<file path="config.mk">
export PLATFORM = sky130hd
export DESIGN_NAME = mem_probe_flat
export DESIGN_NICKNAME = d
export VERILOG_FILES = /design/src/rtl/mem_probe_if.sv /design/src/rtl/mem_probe.sv /design/src/flat_wrapper.sv
export SDC_FILE = /design/constraint.sdc
export NUM_CORES = 1
export LEC_CHECK = 0
export ABC_AREA = 0
export CORE_MARGIN = 8
export CORE_UTILIZATION = 45
export CTS_CLUSTER_SIZE = 10
export DETAILED_ROUTE_END_ITERATION = 7
export GPL_ROUTABILITY_DRIVEN = 0
export PLACE_DENSITY = 0.8
export SKIP_CTS_REPAIR_TIMING = 1
export SYNTH_ARGS = -nofsm -noshare
export SYNTH_HDL_FRONTEND = slang
export SYNTH_SLANG_ARGS = --single-unit
</file>
<file path="constraint.sdc">
create_clock -name clk -period 4.4 [get_ports clk]
set_input_delay 1.32 -clock clk [delete_from_list [all_inputs] [get_ports clk]]
set_output_delay 1.32 -clock clk [all_outputs]
set_load 0.005 [all_outputs]
</file>
<file path="src/rtl/mem_probe_if.sv">
// mem_probe_if: bus bundle between mem_probe and its surroundings.
//   Memory read port : mem_en, mem_addr (probe -> memory), mem_rdata (memory -> probe)
//   Dump stream      : dump_valid, dump_data, dump_index (probe -> consumer),
//                      dump_ready (consumer -> probe)
// Modports: master = probe side, slave = memory/consumer side.
interface mem_probe_if #(
  parameter int DATA_W = 32,
  parameter int ADDR_W = 10
);
  logic              mem_en;
  logic [ADDR_W-1:0] mem_addr;
  logic [DATA_W-1:0] mem_rdata;
  logic              dump_valid;
  logic              dump_ready;
  logic [DATA_W-1:0] dump_data;
  logic [ADDR_W-1:0] dump_index;

  modport master (
    output mem_en, mem_addr, dump_valid, dump_data, dump_index,
    input  mem_rdata, dump_ready
  );

  modport slave (
    input  mem_en, mem_addr, dump_valid, dump_data, dump_index,
    output mem_rdata, dump_ready
  );
endinterface

</file>
<file path="src/rtl/mem_probe.sv">
// mem_probe: post-run memory probe for KGPminiRISC.
// Arms on start, waits for halt (or a TIMEOUT-cycle budget), then reads
// NUM_WORDS words from BASE_ADDR onward and streams them over a valid/ready port.
// Ports:
//   clk, rst (sync, active-low), start (arm pulse), halt (core halted level)
//   bus       : mem_probe_if.master (memory read port + dump stream)
//   sum       : signed running sum of accepted words (DATA_W+8 bits)
//   busy/done : activity / dump complete
//   timed_out : dump was forced by the timeout
// Optional feature macro MEM_PROBE_CHECKSUM_EN: enables the sum accumulator,
// parameter EXPECT_SUM and output match. Undefined: sum is tied to 0.
module mem_probe #(
  parameter int DATA_W    = 32,
  parameter int ADDR_W    = 10,
  parameter int BASE_ADDR = 0,
  parameter int NUM_WORDS = 10,
  parameter int TIMEOUT   = 15000,
  parameter int RD_LAT    = 1
`ifdef MEM_PROBE_CHECKSUM_EN
  ,
  parameter logic [DATA_W+7:0] EXPECT_SUM = '0
`endif
) (
  input  logic              clk,
  input  logic              rst,
  input  logic              start,
  input  logic              halt,
  mem_probe_if.master       bus,
  output logic [DATA_W+7:0] sum,
  output logic              busy,
  output logic              done,
  output logic              timed_out
`ifdef MEM_PROBE_CHECKSUM_EN
  ,
  output logic              match
`endif
);

  typedef enum logic [2:0] {
    S_IDLE, S_WAIT, S_ISSUE, S_LAT, S_OUT, S_DONE
  } state_t;

  localparam int                CNT_W    = $clog2(TIMEOUT) + 1;
  localparam logic [CNT_W-1:0]  TO_LAST  = CNT_W'(TIMEOUT - 1);
  localparam logic [ADDR_W-1:0] LAST_IDX = ADDR_W'(NUM_WORDS - 1);
  localparam logic [1:0]        LAT_LAST = 2'(RD_LAT - 1);

  state_t            r_state;
  state_t            w_state_nxt;
  logic [CNT_W-1:0]  r_cnt;
  logic [CNT_W-1:0]  w_cnt_inc;
  logic [1:0]        r_lat;
  logic [ADDR_W-1:0] r_idx;
  logic [ADDR_W-1:0] w_idx_nxt;
  logic [ADDR_W-1:0] r_addr;
  logic [DATA_W-1:0] r_data;
  logic              r_to;
  logic              w_arm;
  logic              w_to_set;

  assign w_cnt_inc = r_cnt + 1'b1;

  always_comb begin
    w_state_nxt = r_state;
    w_idx_nxt   = r_idx;
    w_arm       = 1'b0;
    w_to_set    = 1'b0;
    case (r_state)
      S_IDLE, S_DONE: begin
        if (start) begin
          w_state_nxt = S_WAIT;
          w_arm       = 1'b1;
          w_idx_nxt   = '0;
        end
      end
      S_WAIT: begin
        // Timeout is judged on the post-increment count so the forced ISSUE
        // lands exactly TIMEOUT cycles after start; halt has priority.
        if (halt) begin
          w_state_nxt = S_ISSUE;
        end else if (w_cnt_inc >= TO_LAST) begin
          w_state_nxt = S_ISSUE;
          w_to_set    = 1'b1;
        end
      end
      S_ISSUE: w_state_nxt = S_LAT;
      S_LAT: begin
        if (r_lat == LAT_LAST) w_state_nxt = S_OUT;
      end
      S_OUT: begin
        if (bus.dump_ready) begin
          if (r_idx == LAST_IDX) begin
            w_state_nxt = S_DONE;
          end else begin
            w_idx_nxt   = r_idx + 1'b1;
            w_state_nxt = S_ISSUE;
          end
        end
      end
      default: w_state_nxt = S_IDLE;
    endcase
  end

  always_ff @(posedge clk) begin
    if (!rst) begin
      r_state <= S_IDLE;
      r_cnt   <= '0;
      r_lat   <= '0;
      r_idx   <= '0;
      r_addr  <= '0;
      r_data  <= '0;
      r_to    <= 1'b0;
    end else begin
      r_state <= w_state_nxt;
      r_idx   <= w_idx_nxt;
      if (w_arm) begin
        r_cnt <= '0;
        r_to  <= 1'b0;
      end else if (r_state == S_WAIT) begin
        r_cnt <= w_cnt_inc;
      end
      if (w_to_set) r_to <= 1'b1;
      if (r_state == S_ISSUE) r_lat <= '0;
      else if (r_state == S_LAT) r_lat <= r_lat + 1'b1;
      if (r_state == S_LAT && r_lat == LAT_LAST) r_data <= bus.mem_rdata;
      // Address is registered on entry to ISSUE so it holds afterwards.
      if (w_state_nxt == S_ISSUE) r_addr <= ADDR_W'(BASE_ADDR) + w_idx_nxt;
    end
  end

  assign bus.mem_en     = (r_state == S_ISSUE);
  assign bus.mem_addr   = r_addr;
  assign bus.dump_valid = (r_state == S_OUT);
  assign bus.dump_data  = r_data;
  assign bus.dump_index = r_idx;
  assign busy           = (r_state != S_IDLE) && (r_state != S_DONE);
  assign done           = (r_state == S_DONE);
  assign timed_out      = r_to;

`ifdef MEM_PROBE_CHECKSUM_EN
  logic [DATA_W+7:0] r_sum;
  logic              w_accept;

  assign w_accept = (r_state == S_OUT) && bus.dump_ready;

  always_ff @(posedge clk) begin
    if (!rst) begin
      r_sum <= '0;
    end else if (w_arm) begin
      r_sum <= '0;
    end else if (w_accept) begin
      r_sum <= r_sum + {{8{r_data[DATA_W-1]}}, r_data};
    end
  end

  assign sum   = r_sum;
  assign match = (r_state == S_DONE) && (r_sum == EXPECT_SUM);
`else
  assign sum = '0;
`endif

endmodule

</file>
<file path="src/flat_wrapper.sv">
// flat-port wrapper written by rule: the top's interface ports become plain ports
module mem_probe_flat 
#(
  parameter int DATA_W    = 32,
  parameter int ADDR_W    = 10,
  parameter int BASE_ADDR = 0,
  parameter int NUM_WORDS = 10,
  parameter int TIMEOUT   = 15000,
  parameter int RD_LAT    = 1

)
  (clk, rst, start, halt, sum, busy, done, timed_out, bus_mem_en, bus_mem_addr, bus_dump_valid, bus_dump_data, bus_dump_index, bus_mem_rdata, bus_dump_ready);
  mem_probe_if #(.DATA_W(DATA_W), .ADDR_W(ADDR_W)) bus_i ();
  input  logic clk;
  input  logic rst;
  input  logic start;
  input  logic halt;
  output logic [DATA_W+7:0] sum;
  output logic busy;
  output logic done;
  output logic timed_out;
  output wire logic [$bits(bus_i.mem_en)-1:0] bus_mem_en;
  output wire logic [$bits(bus_i.mem_addr)-1:0] bus_mem_addr;
  output wire logic [$bits(bus_i.dump_valid)-1:0] bus_dump_valid;
  output wire logic [$bits(bus_i.dump_data)-1:0] bus_dump_data;
  output wire logic [$bits(bus_i.dump_index)-1:0] bus_dump_index;
  input wire logic [$bits(bus_i.mem_rdata)-1:0] bus_mem_rdata;
  input wire logic [$bits(bus_i.dump_ready)-1:0] bus_dump_ready;
  assign bus_mem_en = bus_i.mem_en;
  assign bus_mem_addr = bus_i.mem_addr;
  assign bus_dump_valid = bus_i.dump_valid;
  assign bus_dump_data = bus_i.dump_data;
  assign bus_dump_index = bus_i.dump_index;
  assign bus_i.mem_rdata = bus_mem_rdata;
  assign bus_i.dump_ready = bus_dump_ready;
  mem_probe #(.DATA_W(DATA_W), .ADDR_W(ADDR_W), .BASE_ADDR(BASE_ADDR), .NUM_WORDS(NUM_WORDS), .TIMEOUT(TIMEOUT), .RD_LAT(RD_LAT)) u_core (.clk(clk), .rst(rst), .start(start), .halt(halt), .bus(bus_i), .sum(sum), .busy(busy), .done(done), .timed_out(timed_out));
endmodule
</file>
==> flow_metrics.env <==
export IMPL_worst_r2r_cell_count=9
export IMPL_io_buffers=93
export IMPL_insertedDiodeCount=0
export IMPL_max_freq_mhz=297.3
export IMPL_critical_path_startpoint="u_core.r_state[2]"
export IMPL_drt_iter0_drc=143
export IMPL_relSlewSlack_pct=16.42
export IMPL_finalCritPeriodShare_pct=76.45
export IMPL_viasPerCell=5.018
export IMPL_ys_seq_area_share_pct=38.12
export IMPL_worst_pin_slew_ns=1.252
export IMPL_required_ns=3.08
export IMPL_rsz0062_at_grt="false"
export IMPL_critPathKind="flip-flop to primary output"
export IMPL_setup_viol=0
export IMPL_fin_skew_ns=0.01133
export IMPL_die_w_um=108.3
export IMPL_cp_max_fo=10
export IMPL_synthFlopType="dfxtp_1"
export IMPL_ys_types=60
export IMPL_ioPinCount=134
export IMPL_slowest_stage="clkdlybuf4s50_1"
export IMPL_place_hpwl_mm=7.147
export IMPL_reg2reg_from="u_core.r_cnt[1]"
export IMPL_grt_pass1_wl_mm=15.64
export IMPL_placementRows=33
export IMPL_final_cell_mix="nand2_1, clkdlybuf4s50_1, dfxtp_1"
export IMPL_clk_pin_slew_worst_paths_ns=0.07
export IMPL_core_area_mm2=0.008258
export IMPL_grt_pass1_vias=3196
export IMPL_cp_buffers_inverters=1
export IMPL_layout_commonest_cell="nand2_1"
export IMPL_h_tree_depth=3
export IMPL_min_period_ns=3.364
export IMPL_grt_max_degree=60
export IMPL_timing_final_hold_violations=0
export IMPL_cts_buffer_depth=2
export IMPL_drv_slew=0
export IMPL_synth_compound_area_share_pct=15.83
export IMPL_cts_inserted_buffers=9
export IMPL_synth_xor_area_share_pct=2.970
export IMPL_vias=3277
export IMPL_postSynthAreaPerCell_um2=8.280
export IMPL_max_stage_delay_ns=0.64
export IMPL_cellPowerDensity_mw_per_mm2=281.2
export IMPL_hold_class="flip-flop to flip-flop"
export IMPL_synth_warnings=0
export IMPL_wl_per_cell_um=15.10
export IMPL_synth_area_mm2=0.003834
export IMPL_crit_cells=2
export IMPL_synth_top_family_by_area="simple AND/OR/NAND/NOR gates"
export IMPL_synthArstFlopShare_pct=0
export IMPL_die_height_um=108.3
export IMPL_endpoint="bus_dump_valid"
export IMPL_drv_cap=0
export IMPL_muxShareOfSynthArea_pct=4.047
export IMPL_drc=0
export IMPL_synth_edff_count=0
export IMPL_cp_top_family="buffers and inverters"
export IMPL_r2r_end="u_core.bus.mem_addr[8]"
export IMPL_numClockSinks=73
export IMPL_crit_arrival_ns=2.04
export IMPL_crit_chain="nor3b_2 -> clkdlybuf4s50_1"
export IMPL_antenna_left=0
export IMPL_area_growth_synth_to_final_pct=25.62
export IMPL_cts_tree="built"
export IMPL_regToRegSetupSlack_ns=1.65
export IMPL_synth_cells=463
export IMPL_end_kind="primary output"
export IMPL_clk_insertion_delay_late_ns=0.35
export IMPL_tns_ns=0
export IMPL_synthAdderAreaFrac_pct=1.632
export IMPL_final_layout_size_suffix_gt1_share_pct=8.029
export IMPL_wirelength_mm=9.862
export IMPL_cts_root_buf="clkbuf_8"
export IMPL_antenna_found_initial=0
export IMPL_outcome="finished clean"
export IMPL_synth_seq_cells=73
export IMPL_start_util_pct=46.42
export IMPL_grtUsageTotal_pct=16.60
export IMPL_startpoint_type="flip-flop"
export IMPL_finish_net_count=586
export IMPL_postLayoutCoreUtil_pct=58.32
export IMPL_hold_path_depth=2
export IMPL_first_pass_iters=4
export IMPL_grt_overflow=0
export IMPL_vdd_ir_drop_max_mv=0.1488
export IMPL_dieArea_mm2=0.01173
export IMPL_leakage_nw=1.765
export IMPL_synth_simple_area_share_pct=24.25
sequential cells by signal, indices dropped and copies added (netlist names):
signal                 cells
u_core.bus.dump_index     10
u_core.r_lat               2
u_core.r_cnt              15
u_core.bus.dump_data      32
u_core.r_state             3
u_core.bus.mem_addr       10
u_core.timed_out           1
Yosys cell counts (2+ instances only):
master | instances | area [um^2]
mux2i_1 | 11 | 110.1
nand2_2 | 2 | 12.51
and3_1 | 4 | 25.02
xor2_1 | 10 | 87.58
buf_4 | 41 | 307.8
o31ai_1 | 4 | 30.03
nand3_1 | 14 | 70.07
a211oi_1 | 2 | 15.01
nand2_1 | 107 | 401.6
clkbuf_1 | 13 | 48.80
a21oi_2 | 2 | 17.52
inv_1 | 15 | 56.30
dfxtp_1 | 73 | 1461
nor2b_1 | 5 | 31.28
xnor2_1 | 3 | 26.28
nand3b_1 | 2 | 15.01
and4_1 | 2 | 17.52
mux2_4 | 3 | 45.04
nor2_2 | 2 | 12.51
and2_1 | 4 | 25.02
or3_1 | 3 | 18.77
ha_1 | 5 | 62.56
and2_2 | 2 | 15.01
nor3_1 | 6 | 30.03
a21boi_0 | 34 | 255.2
buf_2 | 7 | 35.03
nor2_1 | 25 | 93.84
nand4_1 | 7 | 43.79
clkbuf_8 | 3 | 41.29
o21ai_0 | 9 | 45.04
o211ai_1 | 6 | 45.04
a21oi_1 | 8 | 40.04
o41ai_1 | 2 | 17.52
logic make-up after synthesis:
group | Yosys count
and+or+nand+nor | 196
AOI/OAI and AO/OA | 81
buffers and inverters | 80
DFF | 73
muxes | 14
xor gates and xnor gates | 13
adders and majority gates | 5
other | 1
how the worst min path moves through the flow:
stage,start,endpoint,slack (ns)
5_1_grt,u_core.bus.dump_data[24],u_core.bus.dump_data[24],0.48
4_1_cts,u_core.r_lat[1],u_core.r_lat[1],0.47
6_report,u_core.r_lat[1],u_core.r_lat[1],0.46
2_1_floorplan,u_core.r_lat[1],u_core.r_lat[1],0.44
3_3_place_gp,u_core.bus.mem_addr[7],u_core.bus.mem_addr[7],0.44
3_5_place_dp,u_core.bus.mem_addr[0],u_core.bus.mem_addr[0],0.45
per-stage QoR:
step	power, mW	std cells	hold slack (ns)	instance area (um^2)	setup WS, ns
final	1.354	653	0.4622	4816	1.036
after global routing	1.409	653	0.4844	4816	0.9020
after CTS	1.363	653	0.4654	4816	1.039
after detailed placement	0.8443	638	0.4511	4623	1.006
after global placement	0.8405	638	0.4443	4623	1.090
after floorplan	0.8038	502	0.4410	3980	2.071
cell type report:
| class | count | area (um^2) |
|---|---|---|
| multi-input combinational | 349 | 2021 |
| sequential | 73 | 1461 |
| clock buffer | 9 | 123.9 |
| timing repair buffer | 96 | 953.4 |
| fill | 726 | 3442 |
| tap | 105 | 131.4 |
| clock inverter | 6 | 68.82 |
| inverter | 15 | 56.30 |
layer usage:
metal	vias to the layer above	track usage, %	part of all wire (%)
met5	-	0	0
met4	0	7.527	1.9
met3	17	4.462	8.2
met2	120	29.03	50
met1	1508	18.42	40
li1	1632	-	-
worst register-to-register path: stages, from the launching register on:
cell	delay, ns
dfxtp_1	0.52
ha_1	0.48
nor2b_1	0.19
mux2_4	0.16
a311oi_2	0.09
o2bb2ai_1	0.20
a31oi_2	0.17
o31ai_2	0.24
buf_4	0.26
mux2_4	0.32
power breakdown:
part           internal (mW)  leakage, nW  switching [mW]  total [mW]
sequential             0.670        0.589          0.0138       0.684
clock                  0.262       0.0957           0.262       0.523
combinational         0.0705         1.08          0.0767       0.147
total                   1.00         1.76           0.352        1.35
(Power assumes the default switching activity.)
